## config.mk

```make
export PLATFORM = sky130hd
export DESIGN_NAME = gardner_loop_ctrl
export DESIGN_NICKNAME = d
export VERILOG_FILES = /design/src/rtl/gardner_ctrl_pkg.sv /design/src/rtl/err_mag_window.sv /design/src/rtl/gardner_loop_ctrl.sv
export SDC_FILE = /design/constraint.sdc
export NUM_CORES = 1
export LEC_CHECK = 0
export CORE_MARGIN = 5
export CORE_UTILIZATION = 62
export CTS_CLUSTER_DIAMETER = 30
export CTS_CLUSTER_SIZE = 8
export DETAILED_ROUTE_END_ITERATION = 8
export PLACE_DENSITY = 0.92
export SYNTH_ARGS = -nofsm -noshare
export SYNTH_HDL_FRONTEND = slang
export SYNTH_SLANG_ARGS = --single-unit
```

## constraint.sdc

```tcl
create_clock -name clk -period 7.1 [get_ports clk]
set_input_delay 1.065 -clock clk [delete_from_list [all_inputs] [get_ports clk]]
set_output_delay 1.065 -clock clk [all_outputs]
set_load 0.005 [all_outputs]
```

## src/rtl/gardner_ctrl_pkg.sv

```systemverilog
// Shared constants and state encoding for the Gardner timing-loop sequencer.
package gardner_ctrl_pkg;

    localparam int unsigned ERR_W       = 16;
    localparam int unsigned WIN_LOG2    = 4;
    localparam int unsigned ACC_W       = ERR_W + WIN_LOG2;

    localparam int unsigned FLUSH_CYC   = 8;
    localparam int unsigned LOCK_WINS   = 3;
    localparam int unsigned UNLOCK_WINS = 2;
    localparam int unsigned ACQ_TIMEOUT = 64;

    localparam int unsigned FLUSH_W = $clog2(FLUSH_CYC);
    localparam int unsigned GOOD_W  = $clog2(LOCK_WINS + 1);
    localparam int unsigned BAD_W   = $clog2(UNLOCK_WINS + 1);
    localparam int unsigned WCNT_W  = $clog2(ACQ_TIMEOUT + 1);

    localparam logic [ERR_W-1:0] LOCK_THR   = ERR_W'(2048);
    localparam logic [ERR_W-1:0] UNLOCK_THR = ERR_W'(4096);

    localparam logic [4:0] KP_ACQ = 5'd4;
    localparam logic [4:0] KI_ACQ = 5'd8;
    localparam logic [4:0] KP_TRK = 5'd6;
    localparam logic [4:0] KI_TRK = 5'd12;

    typedef enum logic [1:0] {
        ST_IDLE  = 2'd0,
        ST_FLUSH = 2'd1,
        ST_ACQ   = 2'd2,
        ST_TRACK = 2'd3
    } state_e;

endpackage

```

## src/rtl/err_mag_window.sv

```systemverilog
// Windowed mean of |timing error|: saturating abs, accumulator, sample counter, window result.
module err_mag_window
    import gardner_ctrl_pkg::*;
(
    input  logic                    clk_i,
    input  logic                    rst_ni,
    input  logic                    clr_i,
    input  logic                    acc_en_i,
    input  logic                    valid_i,
    input  logic signed [ERR_W-1:0] err_i,
    output logic                    win_done_o,
    output logic [ERR_W-1:0]        win_mean_o,
    output logic [ERR_W-1:0]        win_mag_o
);

    localparam logic [ERR_W-1:0] MAG_MAX = {1'b0, {(ERR_W-1){1'b1}}};
    localparam logic [ERR_W-1:0] MAG_MIN = {1'b1, {(ERR_W-1){1'b0}}};

    logic [ERR_W-1:0]    mag;
    logic [ACC_W-1:0]    acc_q, acc_d, acc_sum;
    logic [WIN_LOG2-1:0] cnt_q, cnt_d;
    logic [ERR_W-1:0]    win_mag_q, win_mag_d;

    // Abs with the most negative code clamped, then running sum and window bookkeeping.
    always_comb begin
        if (err_i == MAG_MIN) begin
            mag = MAG_MAX;
        end else if (err_i[ERR_W-1]) begin
            mag = $unsigned(-err_i);
        end else begin
            mag = $unsigned(err_i);
        end

        acc_sum    = acc_q + ACC_W'(mag);
        // Mean includes the sample arriving on the closing cycle.
        win_mean_o = acc_sum[ACC_W-1:WIN_LOG2];
        win_done_o = acc_en_i & valid_i & (&cnt_q);

        acc_d     = acc_q;
        cnt_d     = cnt_q;
        win_mag_d = win_done_o ? win_mean_o : win_mag_q;

        if (clr_i) begin
            acc_d = '0;
            cnt_d = '0;
        end else if (acc_en_i && valid_i) begin
            if (win_done_o) begin
                acc_d = '0;
                cnt_d = '0;
            end else begin
                acc_d = acc_sum;
                cnt_d = cnt_q + 1'b1;
            end
        end
    end

    // Accumulator, sample counter and last-window result registers.
    always_ff @(posedge clk_i or negedge rst_ni) begin
        if (!rst_ni) begin
            acc_q     <= '0;
            cnt_q     <= '0;
            win_mag_q <= '0;
        end else begin
            acc_q     <= acc_d;
            cnt_q     <= cnt_d;
            win_mag_q <= win_mag_d;
        end
    end

    assign win_mag_o = win_mag_q;

endmodule

```

## src/rtl/gardner_loop_ctrl.sv

```systemverilog
// Gardner timing-loop sequencer: flush, wide-gain acquisition, lock detect, narrow-gain tracking.
module gardner_loop_ctrl
    import gardner_ctrl_pkg::*;
(
    input  logic                    clk,
    input  logic                    reset,
    input  logic                    enable,
    input  logic signed [ERR_W-1:0] err,
    input  logic                    err_valid,
    output logic                    loop_clr,
    output logic                    loop_en,
    output logic [4:0]              kp_shift,
    output logic [4:0]              ki_shift,
    output logic                    locked,
    output logic [1:0]              state,
    output logic [ERR_W-1:0]        win_mag
);

    state_e              state_q, state_d;
    logic [FLUSH_W-1:0]  flush_cnt_q, flush_cnt_d;
    logic [GOOD_W-1:0]   good_cnt_q, good_cnt_d, good_nxt;
    logic [BAD_W-1:0]    bad_cnt_q, bad_cnt_d, bad_nxt;
    logic [WCNT_W-1:0]   win_cnt_q, win_cnt_d, win_nxt;
    logic                state_entry;
    logic                acc_en;
    logic                win_done;
    logic [ERR_W-1:0]    win_mean;

    logic                loop_clr_q, loop_clr_d;
    logic                loop_en_q, loop_en_d;
    logic [4:0]          kp_q, kp_d, ki_q, ki_d;
    logic                locked_q, locked_d;

    assign acc_en = (state_q == ST_ACQ) || (state_q == ST_TRACK);

    err_mag_window u_win (
        .clk_i      (clk),
        .rst_ni     (reset),
        .clr_i      (state_entry),
        .acc_en_i   (acc_en),
        .valid_i    (err_valid),
        .err_i      (err),
        .win_done_o (win_done),
        .win_mean_o (win_mean),
        .win_mag_o  (win_mag)
    );

    // Next state and window counters; disable overrides everything, any state change clears counts.
    always_comb begin
        state_d     = state_q;
        flush_cnt_d = flush_cnt_q;
        good_cnt_d  = good_cnt_q;
        bad_cnt_d   = bad_cnt_q;
        win_cnt_d   = win_cnt_q;

        good_nxt = (win_mean < LOCK_THR) ? good_cnt_q + 1'b1 : '0;
        bad_nxt  = (win_mean > UNLOCK_THR) ? bad_cnt_q + 1'b1 : '0;
        win_nxt  = win_cnt_q + 1'b1;

        case (state_q)
            ST_IDLE: state_d = ST_FLUSH;
            ST_FLUSH: begin
                if (flush_cnt_q == FLUSH_W'(FLUSH_CYC - 1)) begin
                    state_d = ST_ACQ;
                end else begin
                    flush_cnt_d = flush_cnt_q + 1'b1;
                end
            end
            ST_ACQ: begin
                if (win_done) begin
                    good_cnt_d = good_nxt;
                    win_cnt_d  = win_nxt;
                    // Lock is tested first so it wins over a simultaneous timeout.
                    if (good_nxt == GOOD_W'(LOCK_WINS)) begin
                        state_d = ST_TRACK;
                    end else if (win_nxt == WCNT_W'(ACQ_TIMEOUT)) begin
                        state_d = ST_FLUSH;
                    end
                end
            end
            ST_TRACK: begin
                if (win_done) begin
                    bad_cnt_d = bad_nxt;
                    if (bad_nxt == BAD_W'(UNLOCK_WINS)) begin
                        state_d = ST_ACQ;
                    end
                end
            end
            default: state_d = ST_IDLE;
        endcase

        if (!enable) begin
            state_d = ST_IDLE;
        end

        state_entry = (state_d != state_q);
        if (state_entry) begin
            flush_cnt_d = '0;
            good_cnt_d  = '0;
            bad_cnt_d   = '0;
            win_cnt_d   = '0;
        end
    end

    // Outputs decoded from the next state so the registered copies track the state register.
    always_comb begin
        loop_clr_d = 1'b1;
        loop_en_d  = 1'b0;
        kp_d       = KP_ACQ;
        ki_d       = KI_ACQ;
        locked_d   = 1'b0;
        case (state_d)
            ST_ACQ: begin
                loop_clr_d = 1'b0;
                loop_en_d  = 1'b1;
            end
            ST_TRACK: begin
                loop_clr_d = 1'b0;
                loop_en_d  = 1'b1;
                kp_d       = KP_TRK;
                ki_d       = KI_TRK;
                locked_d   = 1'b1;
            end
            default: ;
        endcase
    end

    // State, counter and output registers.
    always_ff @(posedge clk or negedge reset) begin
        if (!reset) begin
            state_q     <= ST_IDLE;
            flush_cnt_q <= '0;
            good_cnt_q  <= '0;
            bad_cnt_q   <= '0;
            win_cnt_q   <= '0;
            loop_clr_q  <= 1'b1;
            loop_en_q   <= 1'b0;
            kp_q        <= KP_ACQ;
            ki_q        <= KI_ACQ;
            locked_q    <= 1'b0;
        end else begin
            state_q     <= state_d;
            flush_cnt_q <= flush_cnt_d;
            good_cnt_q  <= good_cnt_d;
            bad_cnt_q   <= bad_cnt_d;
            win_cnt_q   <= win_cnt_d;
            loop_clr_q  <= loop_clr_d;
            loop_en_q   <= loop_en_d;
            kp_q        <= kp_d;
            ki_q        <= ki_d;
            locked_q    <= locked_d;
        end
    end

    assign state    = state_q;
    assign loop_clr = loop_clr_q;
    assign loop_en  = loop_en_q;
    assign kp_shift = kp_q;
    assign ki_shift = ki_q;
    assign locked   = locked_q;

endmodule

```

### Word-level counts from Yosys, hierarchy flattened

Index checks and enable logic that the tools add are counted.

* word-level logic and storage cells: 84
* register bits: 69
* output and inout bits: 31

* bitwise operators: 2
* $lt $le $gt $ge: 2
* equal/unequal tests: 12
* $add $sub $neg: 7
* reduce and logical (&&, ||, !) cells: 13
* mux-type cells: 35

Operator list (number)
* two-way mux 20 bit: 3
* two-way mux 16 bit: 2
* two-way mux 2 bit: 16
* two-way mux 7 bit: 3
* adder 20 x 16 -> 20 bit: 1
* equality test 16 bit, second input constant: 1
* greater-than comparator 16 x 13 -> 1 bit, second input constant: 1
* < comparator 16 x 12 -> 1 bit, second input constant: 1
* negator 16 bit: 1
* equality test 2 bit, second input constant: 6
* two-way mux 3 bit: 4
* two-way mux 4 bit: 3
* nonzero test 2 bit: 5
* case mux 2 bit (4 select lines): 1
* adder 7 x 1 -> 7 bit, second input constant: 1
* equality test 7 bit, second input constant: 1
* AND reduction 2 bit: 3
* adder 2 x 1 -> 2 bit, second input constant: 2
* adder 4 x 1 -> 4 bit, second input constant: 1
* AND reduction 4 bit: 1
* adder 3 x 1 -> 3 bit, second input constant: 1
* equality test 3 bit, second input constant: 1
* two-way mux 1 bit: 3
* bitwise AND 1 bit: 2
* other kinds (7): 7

### Depth between registers and ports, before layout

Gate-level depths: netlist (run 1).

* depth in word-level cells: 14
* mapped depth: 24
* gate-level depth less buffers: 19

### Cells and area by module

A second synthesis (run 1) with hierarchy kept.

* cell total of the unflattened synthesis: 449
* area, all modules: 4222.8 um2

Modules (own cells, without submodules)
* err_mag_window: seq. area each 1001.0 um2, instances 1, cells an instance 314, area each 2971.6 um2
* gardner_loop_ctrl: seq. area each 476.7 um2, instances 1, cells an instance 135, area each 1251.2 um2

### Worst setup path before layout (run 1)

No wires, ideal clock.

* path kind: input to register
* start: input err[5]
* end: register u_win.acc_q[3]
* slack: 1.842 ns
* data required time: 7.029 ns
* stages on the path: 21
* arrival time: 5.187 ns
* cell sequence: or3_1 or3_1 nor2_1 nand2_1 or2_2 clkbuf_1 clkbuf_1 nand2_1 ha_1 buf_6 a21o_4 a221oi_4 nor4_2 or3_4 a221oi_2 a41oi_1 o31ai_2 nand2b_1 buf_6 buf_12 nor2_4

* cells in the longest elaborated chain, start to end: 13
* elaborated cells on any way between the ends: 22

Ends and longest elaborated chain
* from (decl): RTL line gardner_loop_ctrl.sv:8 `input logic signed [ERR_W-1:0] err,`
* negator 16 bit: RTL line err_mag_window.sv:29 `mag = $unsigned(-err_i);`
* two-way mux 16 bit: RTL line err_mag_window.sv:28 `end else if (err_i[ERR_W-1]) begin`
* two-way mux 16 bit (*): RTL line err_mag_window.sv:26 `if (err_i == MAG_MIN) begin`
* adder 20 x 16 -> 20 bit (*): RTL line err_mag_window.sv:34 `acc_sum = acc_q + ACC_W'(mag);`
* greater-than comparator 16 x 13 -> 1 bit or < comparator 16 x 12 -> 1 bit (tied branches): RTL line gardner_loop_ctrl.sv:57, gardner_loop_ctrl.sv:56
* two-way mux 2 bit (on tied branches): RTL line gardner_loop_ctrl.sv:57, gardner_loop_ctrl.sv:56
* equality test 2 bit (on tied branches): RTL line gardner_loop_ctrl.sv:84, gardner_loop_ctrl.sv:74
* two-way mux 2 bit (on tied branches): RTL line gardner_loop_ctrl.sv:84, gardner_loop_ctrl.sv:74
* two-way mux 2 bit (on tied branches): RTL line gardner_loop_ctrl.sv:82, gardner_loop_ctrl.sv:70
* case mux 2 bit (4 select lines): RTL line gardner_loop_ctrl.sv:60 `case (state_q)`
* two-way mux 2 bit: RTL line gardner_loop_ctrl.sv:92 `if (!enable) begin`
* inequality test 2 bit: RTL line gardner_loop_ctrl.sv:96 `state_entry = (state_d != state_q);`
* two-way mux 20 bit or nonzero test 2 bit (tied branches)
* to (signal assigned): RTL line err_mag_window.sv:60 `acc_q <= '0;`
* to (signal assigned): RTL line err_mag_window.sv:64 `acc_q <= acc_d;`
* to (decl): RTL line err_mag_window.sv:20 `logic [ACC_W-1:0] acc_q, acc_d, acc_sum;`

Mark *: on every way between the ends. The rest lies on a longest branch, timed or not. The select of a mux whose other input is x is not followed.
A chain may end at the register's enable or synchronous reset.

### Worst setup path in the final report (run 1)

* start: input err[5]
* end: register u_win.cnt_q[3]

* cells in the longest elaborated chain, start to end: 13
* elaborated cells on any way between the ends: 20

Ends and longest elaborated chain
* negator 16 bit: RTL line err_mag_window.sv:29
* two-way mux 16 bit: RTL line err_mag_window.sv:28
* two-way mux 16 bit (*): RTL line err_mag_window.sv:26
* adder 20 x 16 -> 20 bit (*): RTL line err_mag_window.sv:34
* greater-than comparator 16 x 13 -> 1 bit or < comparator 16 x 12 -> 1 bit (tied branches): RTL line gardner_loop_ctrl.sv:57, gardner_loop_ctrl.sv:56
* two-way mux 2 bit (on tied branches): RTL line gardner_loop_ctrl.sv:57, gardner_loop_ctrl.sv:56
* equality test 2 bit (on tied branches): RTL line gardner_loop_ctrl.sv:84, gardner_loop_ctrl.sv:74
* two-way mux 2 bit (on tied branches): RTL line gardner_loop_ctrl.sv:84, gardner_loop_ctrl.sv:74
* two-way mux 2 bit (on tied branches): RTL line gardner_loop_ctrl.sv:82, gardner_loop_ctrl.sv:70
* case mux 2 bit (4 select lines) (*): RTL line gardner_loop_ctrl.sv:60
* two-way mux 2 bit (*): RTL line gardner_loop_ctrl.sv:92
* inequality test 2 bit (*): RTL line gardner_loop_ctrl.sv:96
* two-way mux 4 bit or nonzero test 2 bit (tied branches)
* to (signal assigned): RTL line err_mag_window.sv:65 `cnt_q <= cnt_d;`
* to (decl): RTL line err_mag_window.sv:21 `logic [WIN_LOG2-1:0] cnt_q, cnt_d;`

Mark *: on every way between the ends. The rest lies on a longest branch, timed or not.

==> impl_metrics.ini, run 1 <==
[placed_design]
numPortBuffers = 42
dp.final_hpwl_mm = 7.987
place_inst = 632
place_congestion = 0.9818

[sta]
finalSetupTns_ns = 0
worst_clock_skew_ns = 0.006909
min_period_ns = 6.024
timing.slew.headroom_pct = 47.85
final-max-slew-violation-count = 0
finalCritPeriodShare_pct = 84.84
rsz_0062_raised_after_global_routing = no
max_freq_ghz = 0.1660
worst_slew_pin_slew_ns = 0.7803
timing_hold_violations_final = 0
finalSetupViolations = 0

[synthesis]
synth_edf_count = 0
synth_seq_cells = 59
syn_area_um2 = 4433
synth_top_family_by_area = simple AND/OR/NAND/NOR gates
yosys.area_share.simple_pct = 24.92
yosys_most_used_dff = dfrtp_1
synthAdderAreaFrac_pct = 6.661
synth-compound-area-share_pct = 19.90
synth-warning-count = 0
synth.yosys.seq_area_share_pct = 33.33
synth.distinct_cells = 70
postSynthAreaPerCell_um2 = 8.476
synthCells = 523
synth.area.top_cells = dfrtp_1, nand2_1, ha_1, nor2_1, xor2_1
synthXorXnorAreaFrac_pct = 5.927
ys_async_sr_fraction_pct = 100.0
synth_top_cell_by_area = dfrtp_1
synthMuxAreaShare_pct = 2.879
synth.top_cell.area_share_pct = 32.74

[finish]
syn_to_final_growth_pct = 12.79
final_cells = 648
nets = 590
post_route_cells_drive_above_1_share_pct = 9.239
insertedDiodeCount = 0

[clock_tree]
cts_htree_levels = 3
cts_post_setup_buffers_inserted = 0
clkLatencyLatePin_ns = 0.34
root_buffer = clkbuf_8
tritoncts_num_sinks = 59
ctsResizeCount = 0
hold_buffers = 0
cts_made_buffers = 9
clk_transition_reported_paths_ns = 0.07
tritoncts = built
ctsLongestPathBuffers = 2

[detailed_routing]
drt_first_pass_iters = 5
first_iter_violations = 330
drc = 0
avgViaCountPerCell = 6.208
vias = 4023
totalWireLength_mm = 10.91
final_antenna_net_count = 0
routed_wirelength_normalized_by_instance_count_um = 16.84

[critical_path]
crit_path_max_incr_delay_ns = 0.50
worst_r2r_startpoint = u_win.acc_q[0]
critPathRequiredTime_ns = 7.35
end_kind = flop
critical-path-top-delay-family = compound AO/OA/AOI/OAI gates
startpoint = err[5]
worst_path_most_repeated_cell = or3_1
critPathLaunchType = primary input
cp_slowest_cell = a311oi_1
cp_num_buf_inv = 2
timing_worst_setup_path_type = primary input to flop
timing.critical_path.fanout_max = 31
ff2ff_setup_slack_ns = 3.32
arrival_ns = 6.28
critical_path.cell_chain = clkdlybuf4s50_1 > or3_1 > or3_1 > nor2_1 > nand2_1 > or2_2 > o211ai_1 > ha_1 > a211o_1 > a21o_1 > a311oi_1 > o22ai_1 > nor4_1 > a41oi_1 > o31ai_2 > nand2b_2 > buf_12 > a21oi_1

[global_route]
number_of_global_route_vias_before_repair = 3826
grt_max_degree = 60
globalRouteTotalUtil_pct = 25.65
wire_length_of_the_first_global_routing_pass_mm = 18.14
globalRoute.totalOverflow = 0
antenna_violations_before_repair = 0

[outcome]
run_status = finished, final reports clean

[pwr]
vdd.ir_drop.worst_uv = 102.4
power_leakage_nw = 2.269
powerDensity_nw_per_um2 = 154.5

[die]
floorplan.die.width_um = 94.56
dieArea_um2 = 8941
placement_rows = 30
design.portCount = 51
core_um2 = 6869
initial_utilization_pct = 64.54
chipHeight_um = 94.56

[min_path]
min-delay-path-class = flop to flop
hold_start = u_win.win_mag_o[2]

[job]
max_cap_violations = 0
-- registers in the layout, indices dropped and copies added, names as in the netlist --
register,flops
u_win.acc_q,20
good_cnt_q,2
bad_cnt_q,2
kp_shift,1
flush_cnt_q,3
win_cnt_q,7
loop_en,1
state,2
loop_clr,1
u_win.cnt_q,4
u_win.win_mag_o,16
-- cell families (layout without fill, tap and decap cells) --
logic type	count (synthesis)	in the layout
AND/OR/NAND/NOR	222	222
AO/OA/AOI/OAI	125	125
multiplexers	12	12
flip-flops	59	59
adder cells (fa/ha/maj)	23	23
XOR/XNOR	30	30
buffers and inverters	50	73
other	2	8
-- placed cells by master (no fill, tap or decap), types with 6 or more instances in the layout --
master and instances:
a21o_1 10, a21oi_1 29, a22oi_1 13, clkbuf_8 10, clkdlybuf4s50_1 41, conb_1 8
dfrtp_1 58, ha_1 22, inv_1 10, mux2_2 6, mux2i_1 6, nand2_1 82
nand3_1 17, nand4_1 10, nor2_1 45, nor2_4 9, nor2b_1 7, nor3_1 16
o21ai_0 19, o31ai_1 10, or3_1 7, xnor2_1 13, xor2_1 17
-- final timing paths --
path	endpoint	cells past startpoint
worst min-delay path	u_win.win_mag_o[2]	2
max in group asynchronous	u_win.cnt_q[2]	2
worst max register to register	u_win.cnt_q[3]	12
worst max-delay path	u_win.cnt_q[3]	18
worst min register to register	u_win.win_mag_o[2]	2
min in group asynchronous	u_win.win_mag_o[5]	2
-- final cells by class --
cell class,count,area [um2]
fill,508,1869
clock buffer,11,141.4
timing repair buffer,47,465.4
tap,96,120.1
multi-input combinational,420,2705
clock inverter,5,52.55
inverter,10,37.54
sequential,59,1478
-- worst min-delay path, delay by kind of cell (launching register included) --
family        cells  cell delay (ns)
flops             1             0.34
simple gates      2             0.10
-- metal layers --
metal  global-route usage, %  routed length [um]  part of all wire, %
met1                   32.95                4402                   40
met2                   41.37                5264                   48
met3                   6.454                 887                  8.1
met4                   10.46                 357                  3.3
met5                       0                   0                    0
-- stage by stage --
step / utilization (%) / power, mW / hold slack, ns / worst slack [ns] / cell area [um2]
after floorplan: - / 0.4341 / 0.4698 / 1.842 / 4456
after global placement: 69.96 / 0.4640 / 0.4581 / 0.9989 / 4806
after detailed placement: 69.96 / 0.4680 / 0.4641 / 0.8033 / 4806
after CTS: 72.79 / 0.7752 / 0.4802 / 1.164 / 5000
after global routing: 72.79 / 0.8026 / 0.5035 / 0.8358 / 5000
final: 72.79 / 0.7724 / 0.4725 / 1.076 / 5000
-- cell usage after synthesis, types with 9 or more instances --
cell type,number
a21o_1,10
a21oi_1,29
a22oi_1,13
buf_4,10
clkbuf_1,21
dfrtp_1,58
ha_1,22
inv_1,10
nand2_1,82
nand3_1,17
nand4_1,10
nor2_1,45
nor2_4,9
nor3_1,16
o21ai_0,19
o31ai_1,10
xnor2_1,13
xor2_1,17
-- report_power, final --
part           total [mW]  internal, mW  switching [mW]
Clock               0.308         0.170           0.138
Combinational       0.123        0.0471          0.0755
Sequential          0.342         0.339         0.00276
Total               0.772         0.556           0.217
Power figures use the tool's default switching activity.
==> run 2: changes to the inputs <==
CORE_UTILIZATION = 57   (was 62)
PLACE_DENSITY = 0.86   (was 0.92)
clock period = 5.9 ns   (was 7.1 ns; I/O delays follow)
==> run 2 against run 1 <==
  * Register-to-register slack worse by 1.1 ns
  * Sequential power is 20% higher
  * First-iteration DRC count is 23% higher
  * Cell area is 2.3% higher
  * Sequential share of layout area is 0.67 points lower
  * Wire length is 1.1% higher
  * Flip-flop and latch count stayed put
  * Via count is 1.2% higher
  * Total power is 17% higher
  * Combinational power is 28% higher
  * Critical endpoint is now u_win.acc_q[0]
==> impl_metrics.ini, run 2 (synthesis gave the netlist of run 1 again) <==
[finish]
top_register = u_win.acc_q
largest_register_ff_count = 20
multi_input_comb_area_um2 = 2733
syn_to_final_growth_pct = 15.41
most-common-layout-cells = nand2_1, dfrtp_1, nor2_1
final.fill_count = 614
post_route_cells_drive_above_1_share_pct = 11.86
commonest_non_fill_non_tap_cell_in_the_layout = nand2_1
nets = 603
insertedDiodeCount = 0
stdcell_area_um2 = 5116
register_area_um2 = 1478

[sta]
worst_clock_skew_ns = 0.01131
timing.slew.headroom_pct = 47.38
final-max-slew-violation-count = 0
max_freq_ghz = 0.1777
finalSetupViolations = 0
worst_slew_pin_slew_ns = 0.7864
timing_hold_violations_final = 0
fin_ws_ns = 0.2732
min_period_ns = 5.627
finalCritPeriodShare_pct = 95.37

[critical_path]
arrival_ns = 5.90
critical_path.cell_chain = clkdlybuf4s50_1 > or3_1 > or3_1 > nor2_1 > nand2_1 > or2_2 > nand2_1 > ha_1 > a21o_4 > a221oi_4 > mux2_2 > o21ai_0 > nor4_2 > buf_4 > a41oi_1 > o31ai_2 > nand2b_2 > buf_12 > a21oi_1
critPathRequiredTime_ns = 6.17
critical-path-top-delay-family = simple AND/OR/NAND/NOR gates
end_kind = flop
cp_slowest_cell = clkdlybuf4s50_1
cp_num_buf_inv = 3
timing_worst_setup_path_type = primary input to flop
critPathLaunchType = primary input
timing.critical_path.fanout_max = 33
crit_path_max_incr_delay_ns = 0.47

[clock_tree]
tritoncts = built
cts_made_buffers = 9
ctsLongestPathBuffers = 2
clkLatencyLatePin_ns = 0.35
tritoncts_num_sinks = 59
root_buffer = clkbuf_8
clk_transition_reported_paths_ns = 0.07
hold_buffers = 0
cts_htree_levels = 3

[detailed_routing]
first_iter_violations = 407
routedLengthMet1_mm = 4.654
vias = 4072
drc = 0
dr_wl_met3_um = 761
top_layer = met4
drt_first_pass_iters = 5
routed_wirelength_normalized_by_instance_count_um = 16.53
avgViaCountPerCell = 6.105
final_antenna_net_count = 0
totalWireLength_mm = 11.03
dr_wl_met2_mm = 5.357

[pwr]
powerDensity_nw_per_um2 = 176.6
power_leakage_nw = 2.321
vdd.ir_drop.worst_uv = 175.5

[outcome]
run_status = finished, final reports clean

[placed_design]
detailedPlace.worstSlack_ns = -0.02615
dp.final_hpwl_mm = 8.276
placed_cell_area_um2 = 4896
place_congestion = 0.9797
numPortBuffers = 42

[die]
placement_rows = 32
dieArea_um2 = 9641
floorplan.die.width_um = 98.19
design.portCount = 51
initial_utilization_pct = 57.97
core_um2 = 7647
chipHeight_um = 98.19

[job]
max_cap_violations = 0

[min_path]
min-delay-path-class = flop to flop

[global_route]
globalRouteTotalUtil_pct = 23.08
wire_length_of_the_first_global_routing_pass_mm = 18.53
globalRoute.totalOverflow = 0
number_of_global_route_vias_before_repair = 3931
grt_max_degree = 60
antenna_violations_before_repair = 0
run 2: worst paths after layout:
kind                                  endpoint  cells after the start          startpoint  slack (ns)
max in group asynchronous       u_win.acc_q[4]                      2               reset        4.72
hold reg to reg             u_win.win_mag_o[6]                      2  u_win.win_mag_o[6]        0.48
hold / removal              u_win.win_mag_o[6]                      2  u_win.win_mag_o[6]        0.48
setup reg to reg                u_win.acc_q[0]                     13      u_win.acc_q[0]        2.19
min in group asynchronous  u_win.win_mag_o[15]                      2               reset        0.68
setup / recovery                u_win.acc_q[0]                     19              err[5]        0.27
run 2: worst register-to-register path, delay by kind of cell, from the launching register on:
family | cells | cell delay, ns
AOI/OAI and AO/OA | 6 | 1.41
adders and majority gates | 2 | 0.67
buffers and inverters | 2 | 0.39
DFF | 1 | 0.39
muxes | 1 | 0.27
and+or+nand+nor | 2 | 0.53
run 2: cell type report:
| cell class | instances | share of cell area (%) |
|---|---|---|
| clock inverter | 6 | 0.9782 |
| sequential | 59 | 28.88 |
| inverter | 10 | 0.7337 |
| tap | 102 | 2.494 |
| timing repair buffer | 60 | 11.01 |
| clock buffer | 10 | 2.494 |
| multi-input combinational | 420 | 53.41 |
run 2: routing by layer:
metal	GRT usage [%]	vias up
li1	-	1925
met5	0	-
met2	37.91	160
met4	7.563	0
met1	30.33	1958
met3	5.071	29
run 2: timing repair:
item,in CTS,in global routing
setup buffers,0,2
setup endpoints to repair,0,35
gates resized for setup,0,4
run 2: stage by stage:
stage / setup TNS (ns) / hold slack (ns) / cells / util, % / power (mW)
floorplan: 0 / 0.4698 / 529 / - / 0.5224
global placement: 0 / 0.4579 / 649 / 64.02 / 0.5686
detailed placement: -0.05817 / 0.4695 / 649 / 64.02 / 0.5713
CTS: 0 / 0.4859 / 665 / 66.34 / 0.9032
global route: -0.07427 / 0.5148 / 667 / 66.90 / 0.9432
finish: 0 / 0.4792 / 667 / 66.90 / 0.9034
run 2: power by group:
group | internal [mW] | switching [mW] | total (mW)
Combinational | 0.0636 | 0.0932 | 0.157
Clock | 0.156 | 0.179 | 0.336
Sequential | 0.407 | 0.00333 | 0.411
Total | 0.628 | 0.276 | 0.903
==> run 3: changes to the inputs <==
CORE_ASPECT_RATIO = 1.2   (was default)
GPL_TIMING_DRIVEN = 1   (was default)
RECOVER_POWER = 50   (was default)
==> run 3 against run 2 <==
  * Worst hold slack got worse by 0.011 ns
  * Sequential power barely moved
  * Sequential share of layout area rose by 0.15 points
  * First-iteration DRC count fell by 23%
  * Wire length rose by 2.6%
  * Non-clock buffer count fell by 4
  * Clock skew barely moved
  * Die area barely moved
  * Via count fell by 2.5%
  * Cell area fell by 0.51%
  * The flow now finishes with violations (max-capacitance violations, max-slew violations)
==> impl_metrics.ini, run 3 (synthesis gave the netlist of run 1 again) <==
[critical_path]
arrival_ns = 5.79
end_kind = flop
critical_path.cell_chain = clkdlybuf4s50_1 > or3_1 > or3_1 > nor2_1 > nand2_1 > or2_2 > o211ai_1 > ha_1 > a211o_1 > a21o_1 > a311oi_1 > o22ai_1 > nor4_1 > a41oi_1 > o31ai_2 > nand2b_2 > buf_12 > a21oi_1
cp_num_buf_inv = 2
critPathRequiredTime_ns = 6.16
worst_path_most_repeated_cell = or3_1
critPathLaunchType = primary input
ff2ff_setup_slack_ns = 2.31
critical-path-top-delay-family = simple AND/OR/NAND/NOR gates
timing.critical_path.fanout_max = 24
cp_slowest_cell = nor4_1
crit_path_max_incr_delay_ns = 0.49
timing_worst_setup_path_type = primary input to flop

[finish]
commonest_non_fill_non_tap_cell_in_the_layout = nand2_1
nets = 599
insertedDiodeCount = 0
most-common-layout-cells = nand2_1, dfrtp_1, nor2_1
largest_register_ff_count = 20
top_register = u_win.acc_q
syn_to_final_growth_pct = 14.82
post_route_cells_drive_above_1_share_pct = 10.70
fraction_of_the_core_area_covered_by_cells_at_the_end_of_the_flow_pct = 66.80

[clock_tree]
clkLatencyLatePin_ns = 0.35
ctsResizeCount = 0
ctsLongestPathBuffers = 2
tritoncts_num_sinks = 59
tritoncts = built
hold_buffers = 0
cts_post_setup_buffers_inserted = 0
cts_htree_levels = 3
root_buffer = clkbuf_8
cts_made_buffers = 9
clk_transition_reported_paths_ns = 0.07

[detailed_routing]
drc = 0
first_iter_violations = 312
drt_first_pass_iters = 5
totalWireLength_mm = 11.31
avgViaCountPerCell = 6.083
routed_wirelength_normalized_by_instance_count_um = 17.32
final_antenna_net_count = 0
vias = 3972

[placed_design]
numPortBuffers = 42
place_congestion = 0.9567
dp.final_hpwl_mm = 8.193

[die]
design.portCount = 51
core_um2 = 7620
placement_rows = 35
floorplan.die.width_um = 90.51
chipHeight_um = 106.6
initial_utilization_pct = 58.18
dieArea_um2 = 9648

[global_route]
wire_length_of_the_first_global_routing_pass_mm = 18.74
globalRoute.totalOverflow = 0
grt_max_degree = 60
number_of_global_route_vias_before_repair = 3951
antenna_violations_before_repair = 0
globalRouteTotalUtil_pct = 23.63

[sta]
rsz_0062_raised_after_global_routing = no
timing_hold_violations_final = 0
finalCritPeriodShare_pct = 93.60
worst_slew_pin_slew_ns = 3.131
final-max-slew-violation-count = 60
min_period_ns = 5.522
timing.slew.headroom_pct = -108.7
finalSetupViolations = 0
max_freq_ghz = 0.1811
worst_clock_skew_ns = 0.01085
finalSetupTns_ns = 0

[pwr]
powerDensity_nw_per_um2 = 190.3
vdd.ir_drop.worst_uv = 212.0
power.total_mw = 0.9686
power_leakage_nw = 2.362

[outcome]
run_status = finished with violations
violations = max-capacitance violations, max-slew violations

[min_path]
min-delay-path-class = flop to flop

[job]
max_cap_violations = 1
-- run 3: cell count changes in the layout (fill, tap and decap cells not counted), moves of 3 or more --
cell             before  now
clkdlybuf4s50_1      41   30
dlygate4sd3_1         0   11
buf_4                17   11
clkbuf_8              9   12
-- run 3: layout make-up --
class                   count  area (um2)
well taps                  92       115.1
flip-flops and latches     59        1478
clock inverters             4       47.55
clock buffers              12       165.2
inverters                  10       37.54
fillers                   631        2530
multi-input cells         420        2705
repair buffers             56       541.8
-- run 3: stage by stage --
step	hold slack (ns)	setup slack, ns	instances	instance area (um2)
floorplan	0.4698	0.8219	529	4456
global placement	0.4591	0.1850	637	4881
detailed placement	0.4615	0.06401	637	4881
CTS	0.4790	0.4138	653	5094
global route	0.4914	0.1069	653	5090
finish	0.4684	0.3777	653	5090
-- run 3: power by group --
| group | internal [mW] | total (mW) | leakage (nW) | switching, mW |
|---|---|---|---|---|
| combinational | 0.0649 | 0.158 | 1.44 | 0.0935 |
| sequential | 0.408 | 0.411 | 0.817 | 0.00329 |
| clock | 0.228 | 0.399 | 0.108 | 0.171 |
| total | 0.701 | 0.969 | 2.36 | 0.268 |
-- run 3: tightest hold or removal path, cell delays in order, from the launching register on --
cell and delay (ns):
dfrtp_1 0.34, nand2_1 0.05, nand2_1 0.05
-- run 3: worst paths after layout --
check,start,endpoint,cells after the start
max in group asynchronous,reset,u_win.acc_q[10],2
min reg2reg,u_win.win_mag_o[10],u_win.win_mag_o[10],2
max reg2reg,u_win.acc_q[0],u_win.cnt_q[3],12
min,u_win.win_mag_o[10],u_win.win_mag_o[10],2
min in group asynchronous,reset,u_win.win_mag_o[12],2
max,err[5],u_win.cnt_q[3],18
-- run 3: per-layer routing --
layer | up-vias | global-route usage (%) | part of all wire, %
li1 | 1908 | - | -
met1 | 1869 | 27.95 | 41
met2 | 150 | 39.82 | 48
met3 | 45 | 5.825 | 6.5
met4 | 0 | 11.70 | 4.6
met5 | - | 0 | 0
